[config.mk]
export PLATFORM = sky130hd
export DESIGN_NAME = e203_exu_longp_rob_flat
export DESIGN_NICKNAME = d
export VERILOG_FILES = /design/src/rtl/e203_exu_longp_rob_if.sv /design/src/rtl/e203_exu_longp_rob.sv /design/src/flat_wrapper.sv
export SDC_FILE = /design/constraint.sdc
export NUM_CORES = 1
export LEC_CHECK = 0
export CAP_MARGIN = 20
export CORE_MARGIN = 5
export CORE_UTILIZATION = 45
export DETAILED_ROUTE_END_ITERATION = 8
export GPL_ROUTABILITY_DRIVEN = 0
export GPL_TIMING_DRIVEN = 0
export PLACE_DENSITY = 0.78
export SLEW_MARGIN = 40
export SYNTH_ARGS = -nofsm -noshare
export SYNTH_HDL_FRONTEND = slang
export SYNTH_SLANG_ARGS = --single-unit
[constraint.sdc]
create_clock -name clk -period 6.8 [get_ports clk]
set_input_delay 2.04 -clock clk [delete_from_list [all_inputs] [get_ports clk]]
set_output_delay 2.04 -clock clk [all_outputs]
set_load 0.1 [all_outputs]
[src/rtl/e203_exu_longp_rob_if.sv]
// rtl/e203_exu_longp_rob_if.sv - dispatch, completion and writeback bundle of the long-pipe ROB
interface e203_exu_longp_rob_if #(
    parameter int TAG_W = 2,
    parameter int XLEN  = 32
);
    logic             disp_i_valid;
    logic             disp_i_ready;
    logic             disp_i_rdwen;
    logic [4:0]       disp_i_rdidx;
    logic             disp_i_rdfpu;
    logic [TAG_W-1:0] disp_o_itag;
    logic             lsu_cmt_i_valid;
    logic [TAG_W-1:0] lsu_cmt_i_itag;
    logic [XLEN-1:0]  lsu_cmt_i_wdat;
    logic             lsu_cmt_i_err;
    logic             mdv_cmt_i_valid;
    logic [TAG_W-1:0] mdv_cmt_i_itag;
    logic [XLEN-1:0]  mdv_cmt_i_wdat;
    logic [4:0]       mdv_cmt_i_flags;
    logic             longp_wbck_o_valid;
    logic             longp_wbck_o_ready;
    logic [XLEN-1:0]  longp_wbck_o_wdat;
    logic [4:0]       longp_wbck_o_flags;
    logic [4:0]       longp_wbck_o_rdidx;
    logic             longp_wbck_o_rdfpu;
    logic             longp_excp_o_valid;
    logic             rob_empty;

    modport master (
        input  disp_i_valid, disp_i_rdwen, disp_i_rdidx, disp_i_rdfpu,
        input  lsu_cmt_i_valid, lsu_cmt_i_itag, lsu_cmt_i_wdat, lsu_cmt_i_err,
        input  mdv_cmt_i_valid, mdv_cmt_i_itag, mdv_cmt_i_wdat, mdv_cmt_i_flags,
        input  longp_wbck_o_ready,
        output disp_i_ready, disp_o_itag,
        output longp_wbck_o_valid, longp_wbck_o_wdat, longp_wbck_o_flags,
        output longp_wbck_o_rdidx, longp_wbck_o_rdfpu, longp_excp_o_valid, rob_empty
    );

    modport slave (
        output disp_i_valid, disp_i_rdwen, disp_i_rdidx, disp_i_rdfpu,
        output lsu_cmt_i_valid, lsu_cmt_i_itag, lsu_cmt_i_wdat, lsu_cmt_i_err,
        output mdv_cmt_i_valid, mdv_cmt_i_itag, mdv_cmt_i_wdat, mdv_cmt_i_flags,
        output longp_wbck_o_ready,
        input  disp_i_ready, disp_o_itag,
        input  longp_wbck_o_valid, longp_wbck_o_wdat, longp_wbck_o_flags,
        input  longp_wbck_o_rdidx, longp_wbck_o_rdfpu, longp_excp_o_valid, rob_empty
    );
endinterface

[src/rtl/e203_exu_longp_rob.sv]
// rtl/e203_exu_longp_rob.sv - in-order retirement buffer for long-pipe results
module e203_exu_longp_rob #(
    parameter int DEPTH = 4,
    parameter int TAG_W = 2,
    parameter int XLEN  = 32
) (
    input  logic                  clk,
    input  logic                  rst,
    e203_exu_longp_rob_if.master  io
);
    localparam int CNT_W = TAG_W + 1;

    logic [TAG_W-1:0] head_q, head_d, tail_q, tail_d;
    logic [CNT_W-1:0] count_q, count_d;
    logic [DEPTH-1:0] alloc_q, alloc_d, done_q, done_d, err_q, err_d;
    logic [DEPTH-1:0] rdwen_q, rdwen_d, rdfpu_q, rdfpu_d;
    logic [4:0]       rdidx_q [DEPTH];
    logic [4:0]       rdidx_d [DEPTH];
    logic [4:0]       flags_q [DEPTH];
    logic [4:0]       flags_d [DEPTH];
    logic [XLEN-1:0]  wdat_q  [DEPTH];
    logic [XLEN-1:0]  wdat_d  [DEPTH];

    logic full, push, pop, head_ok, wb_req, excp, silent, lsu_hit, mdv_hit;

    always_comb begin
        head_ok = alloc_q[head_q] & done_q[head_q];
        wb_req  = head_ok & rdwen_q[head_q] & ~err_q[head_q];
        excp    = head_ok & err_q[head_q];
        silent  = head_ok & ~rdwen_q[head_q] & ~err_q[head_q];
        pop     = excp | silent | (wb_req & io.longp_wbck_o_ready);
        full    = (count_q == CNT_W'(DEPTH));
        push    = io.disp_i_valid & ~full;
        lsu_hit = io.lsu_cmt_i_valid & alloc_q[io.lsu_cmt_i_itag] & ~done_q[io.lsu_cmt_i_itag];
        // LSU has priority when both units report the same tag
        mdv_hit = io.mdv_cmt_i_valid & alloc_q[io.mdv_cmt_i_itag] & ~done_q[io.mdv_cmt_i_itag]
                  & ~(lsu_hit & (io.lsu_cmt_i_itag == io.mdv_cmt_i_itag));

        head_d  = head_q;
        tail_d  = tail_q;
        count_d = count_q + CNT_W'(push) - CNT_W'(pop);
        alloc_d = alloc_q;
        done_d  = done_q;
        err_d   = err_q;
        rdwen_d = rdwen_q;
        rdfpu_d = rdfpu_q;
        rdidx_d = rdidx_q;
        flags_d = flags_q;
        wdat_d  = wdat_q;

        if (lsu_hit) begin
            done_d[io.lsu_cmt_i_itag]  = 1'b1;
            err_d[io.lsu_cmt_i_itag]   = io.lsu_cmt_i_err;
            wdat_d[io.lsu_cmt_i_itag]  = io.lsu_cmt_i_wdat;
            flags_d[io.lsu_cmt_i_itag] = 5'd0;
        end
        if (mdv_hit) begin
            done_d[io.mdv_cmt_i_itag]  = 1'b1;
            err_d[io.mdv_cmt_i_itag]   = 1'b0;
            wdat_d[io.mdv_cmt_i_itag]  = io.mdv_cmt_i_wdat;
            flags_d[io.mdv_cmt_i_itag] = io.mdv_cmt_i_flags;
        end
        // pop and push never target the same slot: push needs !full, pop needs a live head
        if (pop) begin
            alloc_d[head_q] = 1'b0;
            done_d[head_q]  = 1'b0;
            head_d          = head_q + 1'b1;
        end
        if (push) begin
            alloc_d[tail_q] = 1'b1;
            done_d[tail_q]  = 1'b0;
            err_d[tail_q]   = 1'b0;
            rdwen_d[tail_q] = io.disp_i_rdwen;
            rdfpu_d[tail_q] = io.disp_i_rdfpu;
            rdidx_d[tail_q] = io.disp_i_rdidx;
            tail_d          = tail_q + 1'b1;
        end
    end

    always_ff @(posedge clk) begin
        if (rst) begin
            head_q  <= '0;
            tail_q  <= '0;
            count_q <= '0;
            alloc_q <= '0;
            done_q  <= '0;
            err_q   <= '0;
        end else begin
            head_q  <= head_d;
            tail_q  <= tail_d;
            count_q <= count_d;
            alloc_q <= alloc_d;
            done_q  <= done_d;
            err_q   <= err_d;
        end
    end

    // payload is only observed through alloc/done, so it needs no reset
    always_ff @(posedge clk) begin
        rdwen_q <= rdwen_d;
        rdfpu_q <= rdfpu_d;
        rdidx_q <= rdidx_d;
        flags_q <= flags_d;
        wdat_q  <= wdat_d;
    end

    assign io.disp_i_ready       = ~full;
    assign io.disp_o_itag        = tail_q;
    assign io.rob_empty          = (count_q == '0);
    assign io.longp_excp_o_valid = excp;
    assign io.longp_wbck_o_valid = wb_req;
    assign io.longp_wbck_o_wdat  = wb_req ? wdat_q[head_q]  : '0;
    assign io.longp_wbck_o_flags = wb_req ? flags_q[head_q] : 5'd0;
    assign io.longp_wbck_o_rdidx = wb_req ? rdidx_q[head_q] : 5'd0;
    assign io.longp_wbck_o_rdfpu = wb_req & rdfpu_q[head_q];
endmodule

[src/flat_wrapper.sv]
// flat-port wrapper written by rule: the top's interface ports become plain ports
module e203_exu_longp_rob_flat 
#(
    parameter int DEPTH = 4,
    parameter int TAG_W = 2,
    parameter int XLEN  = 32
)
  (clk, rst, io_disp_i_valid, io_disp_i_rdwen, io_disp_i_rdidx, io_disp_i_rdfpu, io_lsu_cmt_i_valid, io_lsu_cmt_i_itag, io_lsu_cmt_i_wdat, io_lsu_cmt_i_err, io_mdv_cmt_i_valid, io_mdv_cmt_i_itag, io_mdv_cmt_i_wdat, io_mdv_cmt_i_flags, io_longp_wbck_o_ready, io_disp_i_ready, io_disp_o_itag, io_longp_wbck_o_valid, io_longp_wbck_o_wdat, io_longp_wbck_o_flags, io_longp_wbck_o_rdidx, io_longp_wbck_o_rdfpu, io_longp_excp_o_valid, io_rob_empty);
  e203_exu_longp_rob_if #(.TAG_W(TAG_W), .XLEN(XLEN)) io_i ();
  input  logic clk;
  input  logic rst;
  input wire logic [$bits(io_i.disp_i_valid)-1:0] io_disp_i_valid;
  input wire logic [$bits(io_i.disp_i_rdwen)-1:0] io_disp_i_rdwen;
  input wire logic [$bits(io_i.disp_i_rdidx)-1:0] io_disp_i_rdidx;
  input wire logic [$bits(io_i.disp_i_rdfpu)-1:0] io_disp_i_rdfpu;
  input wire logic [$bits(io_i.lsu_cmt_i_valid)-1:0] io_lsu_cmt_i_valid;
  input wire logic [$bits(io_i.lsu_cmt_i_itag)-1:0] io_lsu_cmt_i_itag;
  input wire logic [$bits(io_i.lsu_cmt_i_wdat)-1:0] io_lsu_cmt_i_wdat;
  input wire logic [$bits(io_i.lsu_cmt_i_err)-1:0] io_lsu_cmt_i_err;
  input wire logic [$bits(io_i.mdv_cmt_i_valid)-1:0] io_mdv_cmt_i_valid;
  input wire logic [$bits(io_i.mdv_cmt_i_itag)-1:0] io_mdv_cmt_i_itag;
  input wire logic [$bits(io_i.mdv_cmt_i_wdat)-1:0] io_mdv_cmt_i_wdat;
  input wire logic [$bits(io_i.mdv_cmt_i_flags)-1:0] io_mdv_cmt_i_flags;
  input wire logic [$bits(io_i.longp_wbck_o_ready)-1:0] io_longp_wbck_o_ready;
  output wire logic [$bits(io_i.disp_i_ready)-1:0] io_disp_i_ready;
  output wire logic [$bits(io_i.disp_o_itag)-1:0] io_disp_o_itag;
  output wire logic [$bits(io_i.longp_wbck_o_valid)-1:0] io_longp_wbck_o_valid;
  output wire logic [$bits(io_i.longp_wbck_o_wdat)-1:0] io_longp_wbck_o_wdat;
  output wire logic [$bits(io_i.longp_wbck_o_flags)-1:0] io_longp_wbck_o_flags;
  output wire logic [$bits(io_i.longp_wbck_o_rdidx)-1:0] io_longp_wbck_o_rdidx;
  output wire logic [$bits(io_i.longp_wbck_o_rdfpu)-1:0] io_longp_wbck_o_rdfpu;
  output wire logic [$bits(io_i.longp_excp_o_valid)-1:0] io_longp_excp_o_valid;
  output wire logic [$bits(io_i.rob_empty)-1:0] io_rob_empty;
  assign io_i.disp_i_valid = io_disp_i_valid;
  assign io_i.disp_i_rdwen = io_disp_i_rdwen;
  assign io_i.disp_i_rdidx = io_disp_i_rdidx;
  assign io_i.disp_i_rdfpu = io_disp_i_rdfpu;
  assign io_i.lsu_cmt_i_valid = io_lsu_cmt_i_valid;
  assign io_i.lsu_cmt_i_itag = io_lsu_cmt_i_itag;
  assign io_i.lsu_cmt_i_wdat = io_lsu_cmt_i_wdat;
  assign io_i.lsu_cmt_i_err = io_lsu_cmt_i_err;
  assign io_i.mdv_cmt_i_valid = io_mdv_cmt_i_valid;
  assign io_i.mdv_cmt_i_itag = io_mdv_cmt_i_itag;
  assign io_i.mdv_cmt_i_wdat = io_mdv_cmt_i_wdat;
  assign io_i.mdv_cmt_i_flags = io_mdv_cmt_i_flags;
  assign io_i.longp_wbck_o_ready = io_longp_wbck_o_ready;
  assign io_disp_i_ready = io_i.disp_i_ready;
  assign io_disp_o_itag = io_i.disp_o_itag;
  assign io_longp_wbck_o_valid = io_i.longp_wbck_o_valid;
  assign io_longp_wbck_o_wdat = io_i.longp_wbck_o_wdat;
  assign io_longp_wbck_o_flags = io_i.longp_wbck_o_flags;
  assign io_longp_wbck_o_rdidx = io_i.longp_wbck_o_rdidx;
  assign io_longp_wbck_o_rdfpu = io_i.longp_wbck_o_rdfpu;
  assign io_longp_excp_o_valid = io_i.longp_excp_o_valid;
  assign io_rob_empty = io_i.rob_empty;
  e203_exu_longp_rob #(.DEPTH(DEPTH), .TAG_W(TAG_W), .XLEN(XLEN)) u_core (.clk(clk), .rst(rst), .io(io_i));
endmodule
; ---- Yosys cells after proc, flatten, opt, wreduce, memory -nomap -nowiden
; Cells that the tools add are included.
[totals]
ff_bits = 195
input_bits = 87
word_cells = 157
[op_classes]
addsub = 4
order_cmp = 15
n_eq_ne = 2
n_mux = 68
bitwise_logic = 40
reduce_logical = 8
[ops]
columns = cell, n
row1 = $bwmux W128, 2
row2 = $mux W128, 2
row3 = $mux W32, 5
row4 = $demux W32 S2, 2
row5 = $bmux W32 S2, 1
row6 = $mux W5, 9
row7 = $bwmux W20, 2
row8 = $mux W20, 2
row9 = $mux W4, 9
row10 = $demux W5 S2, 3
row11 = $and A20 B20 Y20, 1
row12 = $and A4 B4 Y4, 5
row13 = $bmux W5 S2, 2
row14 = $not A20 Y20, 1
row15 = $bmux W1 S2, 9
row16 = $and A1 B1 Y1, 15
row17 = $mux W1, 13
row18 = $bwmux W4, 3
row19 = $ge A3 B3 Y1 const B, 4
row20 = $lt A2 B3 Y1 const B, 4
row21 = $not A2 Y3, 4
row22 = $not A4 Y4, 3
row23 = $or A4 B4 Y4, 3
row24 = $lt A3 B1 Y1 const B, 3
row25 = other kinds (11), 30

; ---- Longest topological paths before layout
[depth]
word_depth = 12
ltp_mapped = 12

; ---- Worst setup path before layout
; OpenSTA, ideal clock, no wires.
[synth_timing]
path_kind = reg-to-output
from = register u_core.head_q[0]
to = output port io_longp_wbck_o_flags[0]
t_arrival_ps = 2806
required_time_ps = 4760
path_slack_ps = 1954
stages_incl_launch_ff = 6
cell_sequence = dfxtp_1 mux4_2 nor2b_1 nand2b_1 clkbuf_1 nor2b_1
[synth_via]
elab_chain_len = 6
word_cells_on_any_way = 17
cone_classes = mux (12) / bitwise (5)
[synth_lines]
columns = element, line
row1 = start: declaration, e203_exu_longp_rob.sv:13  ; logic [TAG_W-1:0] head_q, head_d, tail_q, tail_d;
row2 = start signal: assignment, e203_exu_longp_rob.sv:82  ; head_q <= '0;
row3 = start signal: assignment, e203_exu_longp_rob.sv:89  ; head_q <= head_d;
row4 = $bmux W1 S2, e203_exu_longp_rob.sv:27  ; head_ok = alloc_q[head_q] & done_q[head_q];
row5 = $mux W1 (implied by the code), e203_exu_longp_rob.sv:27
row6 = $and A1 B1 Y1, e203_exu_longp_rob.sv:27
row7 = $and A1 B1 Y1 (2 in series), e203_exu_longp_rob.sv:28  ; wb_req = head_ok & rdwen_q[head_q] & ~err_q[head_q];
row8 = $mux W5 *, e203_exu_longp_rob.sv:113  ; assign io.longp_wbck_o_flags = wb_req ? flags_q[head_q] : 5'd0;
row9 = end: declaration, flat_wrapper.sv:29  ; output wire logic [$bits(io_i.longp_wbck_o_flags)-1:0] io_longp_wbck_o_flags;
; Mark *: on every way between the ends. The rest lies on a longest branch, timed or not. The select of a mux whose other input is x is not followed.

; ---- Worst setup path after layout
[layout_timing]
from = register u_core.head_q[1]
to = output port io_longp_wbck_o_flags[2]
; Same word-level chain as after synthesis.

==> flow_summary.toml <==
[clock_tree]
post-cts-setup-buffers = 0
cts-root-buf = "clkbuf_16"
htree_levels = 4
clk_latency_ps = 430
cts_num_sinks = 195
clockBufferDepth = 2
cts-resized-gates = 0
clk_pin_slew_worst_paths_ps = 70
cts_tree = "built"
hold_buffers = 0
numCtsBuffers = 17

[logic_synthesis]
synth_enable_flop_cells = 28
yosys_warnings = 0
syn_area_per_cell_um2 = 9.857
yosysTopAreaCell = "dfxtp_1"
synth_nets = 1035
syn-cell-area_um2 = 9236
ys_types = 45
ys.flop_type = "dfxtp_1"
synth_top_area_frac = 0.3620
synthArstFlopShare = 0
syn_inst = 937
synth_common_cells = "nand2_1 (279), dfxtp_1 (167), a32oi_1 (128)"
synth_seq_area_share = 0.4530
yosysMostFrequentCell = "nand2_1"
synth_area_leaders = "dfxtp_1 (36%), a32oi_1 (12%), nand2_1 (11%)"
ys_ff_latch = 195

[timing]
fin_crit_sh = 0.7748
period_minus_slack_ps = 5269
postLayoutSetupSlackWorst_ps = 1531
fmax_mhz = 189.8
finalHoldViolCount = 0
setup_viol = 0
finClkSkew_ps = 9.778
setup_tns_ps = 0
maxSlewHeadroom = 0.4326
drv_slew = 0
tightest_slew_ps = 847.9
grt_setup_unrepaired = "false"

[power]
pwr_density_cell_nw_per_um2 = 332.0
ir_worst_vdd_uv = 197.5
power.total_mw = 3.720
leakagePower_nw = 4.085

[global_routing]
grt_pass1_vias = 8041
grt_overflow = 0
grt_antenna_before_repair = 2
track_usage = 0.2283
grt_first_pass_wirelength_mm = 43.27
grt_max_degree = 17

[route]
viasPerCell = 5.918
drt_wl_total_mm = 27.56
drtPass1Iterations = 5
wire_per_inst_um = 20.12
dr.first_iter.drc_count = 997
drc = 0
num_vias = 8107
ant_nets = 0

[layout]
finalNetCount = 1186
multi_input_area_um2 = 4607
fill_cells = 1729
syn2layout_area_growth_pct = 21.32
drive_gt1_frac = 0.1518
design_area_um2 = 11210
regArea_um2 = 4184
diodes = 0

[critical_path]
crit_path_end_kind = "primary output"
critPathLaunchType = "register"
cp.arrival_ps = 3230
critical_path.max_stage_delay_ps = 470
required_ps = 4760
critical_path_class = "register to primary output"
crit_slowest_cell = "buf_2"
cp_max_fo = 10
cp_top_family = "buffers and inverters"
path_buf_inv = 3
crit_chain = "buf_2, mux4_2, nor2b_1, nand2b_1, clkbuf_1, nor2b_1, buf_2"

[floorplanning]
ios = 136
fp.dieW_um = 153.3
core_area_um2 = 20230
initial_core_util = 0.4565
die_area_um2 = 23490
die_h_um = 153.3
rows = 52

[placement]
pre_cts_ws_ps = 1992
place_area_um2 = 10660
hpwlAfterDp_mm = 18.78
io_buffers = 132

[worst_hold_path]
worstHoldPathType = "register to register"

[run]
cap_violations = 0

[run_status]
status = "completed"
cell type report:
class | instances | area share
Sequential cell | 195 | 0.3734
Tap cell | 270 | 0.03015
Clock inverter | 8 | 0.004690
Clock buffer | 23 | 0.04355
Buffer | 85 | 0.03674
Inverter | 13 | 0.004355
Timing Repair Buffer | 132 | 0.09603
Multi-Input combinational cell | 644 | 0.4111
flip-flops by register name (all words and copies together) (netlist names):
| signal | count |
|---|---|
| u_core.rdwen_q | 4 |
| u_core.done_q | 4 |
| u_core.io.disp_o_itag | 2 |
| u_core.err_q | 4 |
| u_core.head_q | 2 |
| u_core.alloc_q | 4 |
| u_core.count_q | 3 |
| u_core.rdfpu_q | 4 |
| u_core.rdidx_q | 20 |
| u_core.flags_q | 20 |
| u_core.wdat_q | 128 |
logic make-up after synthesis:
| group | Yosys count | synth area share |
|---|---|---|
| AO/OA/AOI/OAI | 166 | 0.1596 |
| XOR/XNOR | 5 | 0.004741 |
| adder cells (fa/ha/maj) | 11 | 0.01571 |
| buffers and inverters | 98 | 0.04931 |
| flip-flops | 195 | 0.4530 |
| multiplexers | 48 | 0.1143 |
| AND/OR/NAND/NOR | 414 | 0.2033 |
power breakdown:
part	internal (mW)	switching (mW)
clock network	0.505	0.435
logic	0.535	0.441
registers	1.60	0.208
worst min-delay path: stages, from the launching register on:
cell and delay, ps:
dfxtp_1 310, nand2_1 50, a32oi_1 80
final timing paths:
check	start	endpoint	slack, ps	depth (start not counted)
setup / recovery	u_core.head_q[1]$_SDFFE_PP0N_	io_longp_wbck_o_flags[2]	1530	7
hold / removal	u_core.wdat_q[59]$_DFF_P_	u_core.wdat_q[59]$_DFF_P_	490	2
setup reg to reg	u_core.head_q[0]$_SDFFE_PP0N_	u_core.count_q[2]$_SDFF_PP0_	3550	12
hold reg to reg	u_core.wdat_q[59]$_DFF_P_	u_core.wdat_q[59]$_DFF_P_	490	2
cell usage in the layout (no fill, tap or decap), types with 2 or more instances in the layout:
cell,count
a211o_1,3
clkbuf_1,48
a21oi_1,3
nand3_1,3
clkinvlp_4,2
inv_1,13
clkbuf_8,4
xnor2_1,4
nand3b_1,2
edfxtp_1,28
and4b_1,3
buf_6,3
clkbuf_16,17
a32o_1,20
a2111oi_0,2
dfxtp_1,167
clkinv_2,4
clkdlybuf4s50_1,83
nor2_1,14
nor3_2,2
or3_1,3
ha_1,10
a211oi_1,2
and2_1,7
a32oi_1,128
nor2b_1,85
buf_4,10
buf_2,74
nand2b_1,6
mux2i_1,2
a311oi_1,3
mux4_2,46
nand2_1,279
layer usage:
layer  global-route usage  part of all wire
met1               0.3022              0.42
met2               0.3670              0.47
met3              0.05146             0.083
met4              0.08570             0.026
met5                    0           0.00069
through the flow:
step | utilization | hold slack [ps] | cells
after floorplan | - | 453.1 | 937
after global placement | 0.5385 | 469.6 | 1339
after detailed placement | 0.5270 | 475.8 | 1339
after CTS | 0.5537 | 484.4 | 1370
after global routing | 0.5538 | 509.3 | 1370
final | 0.5538 | 487.2 | 1370
(Power assumes the default switching activity.)
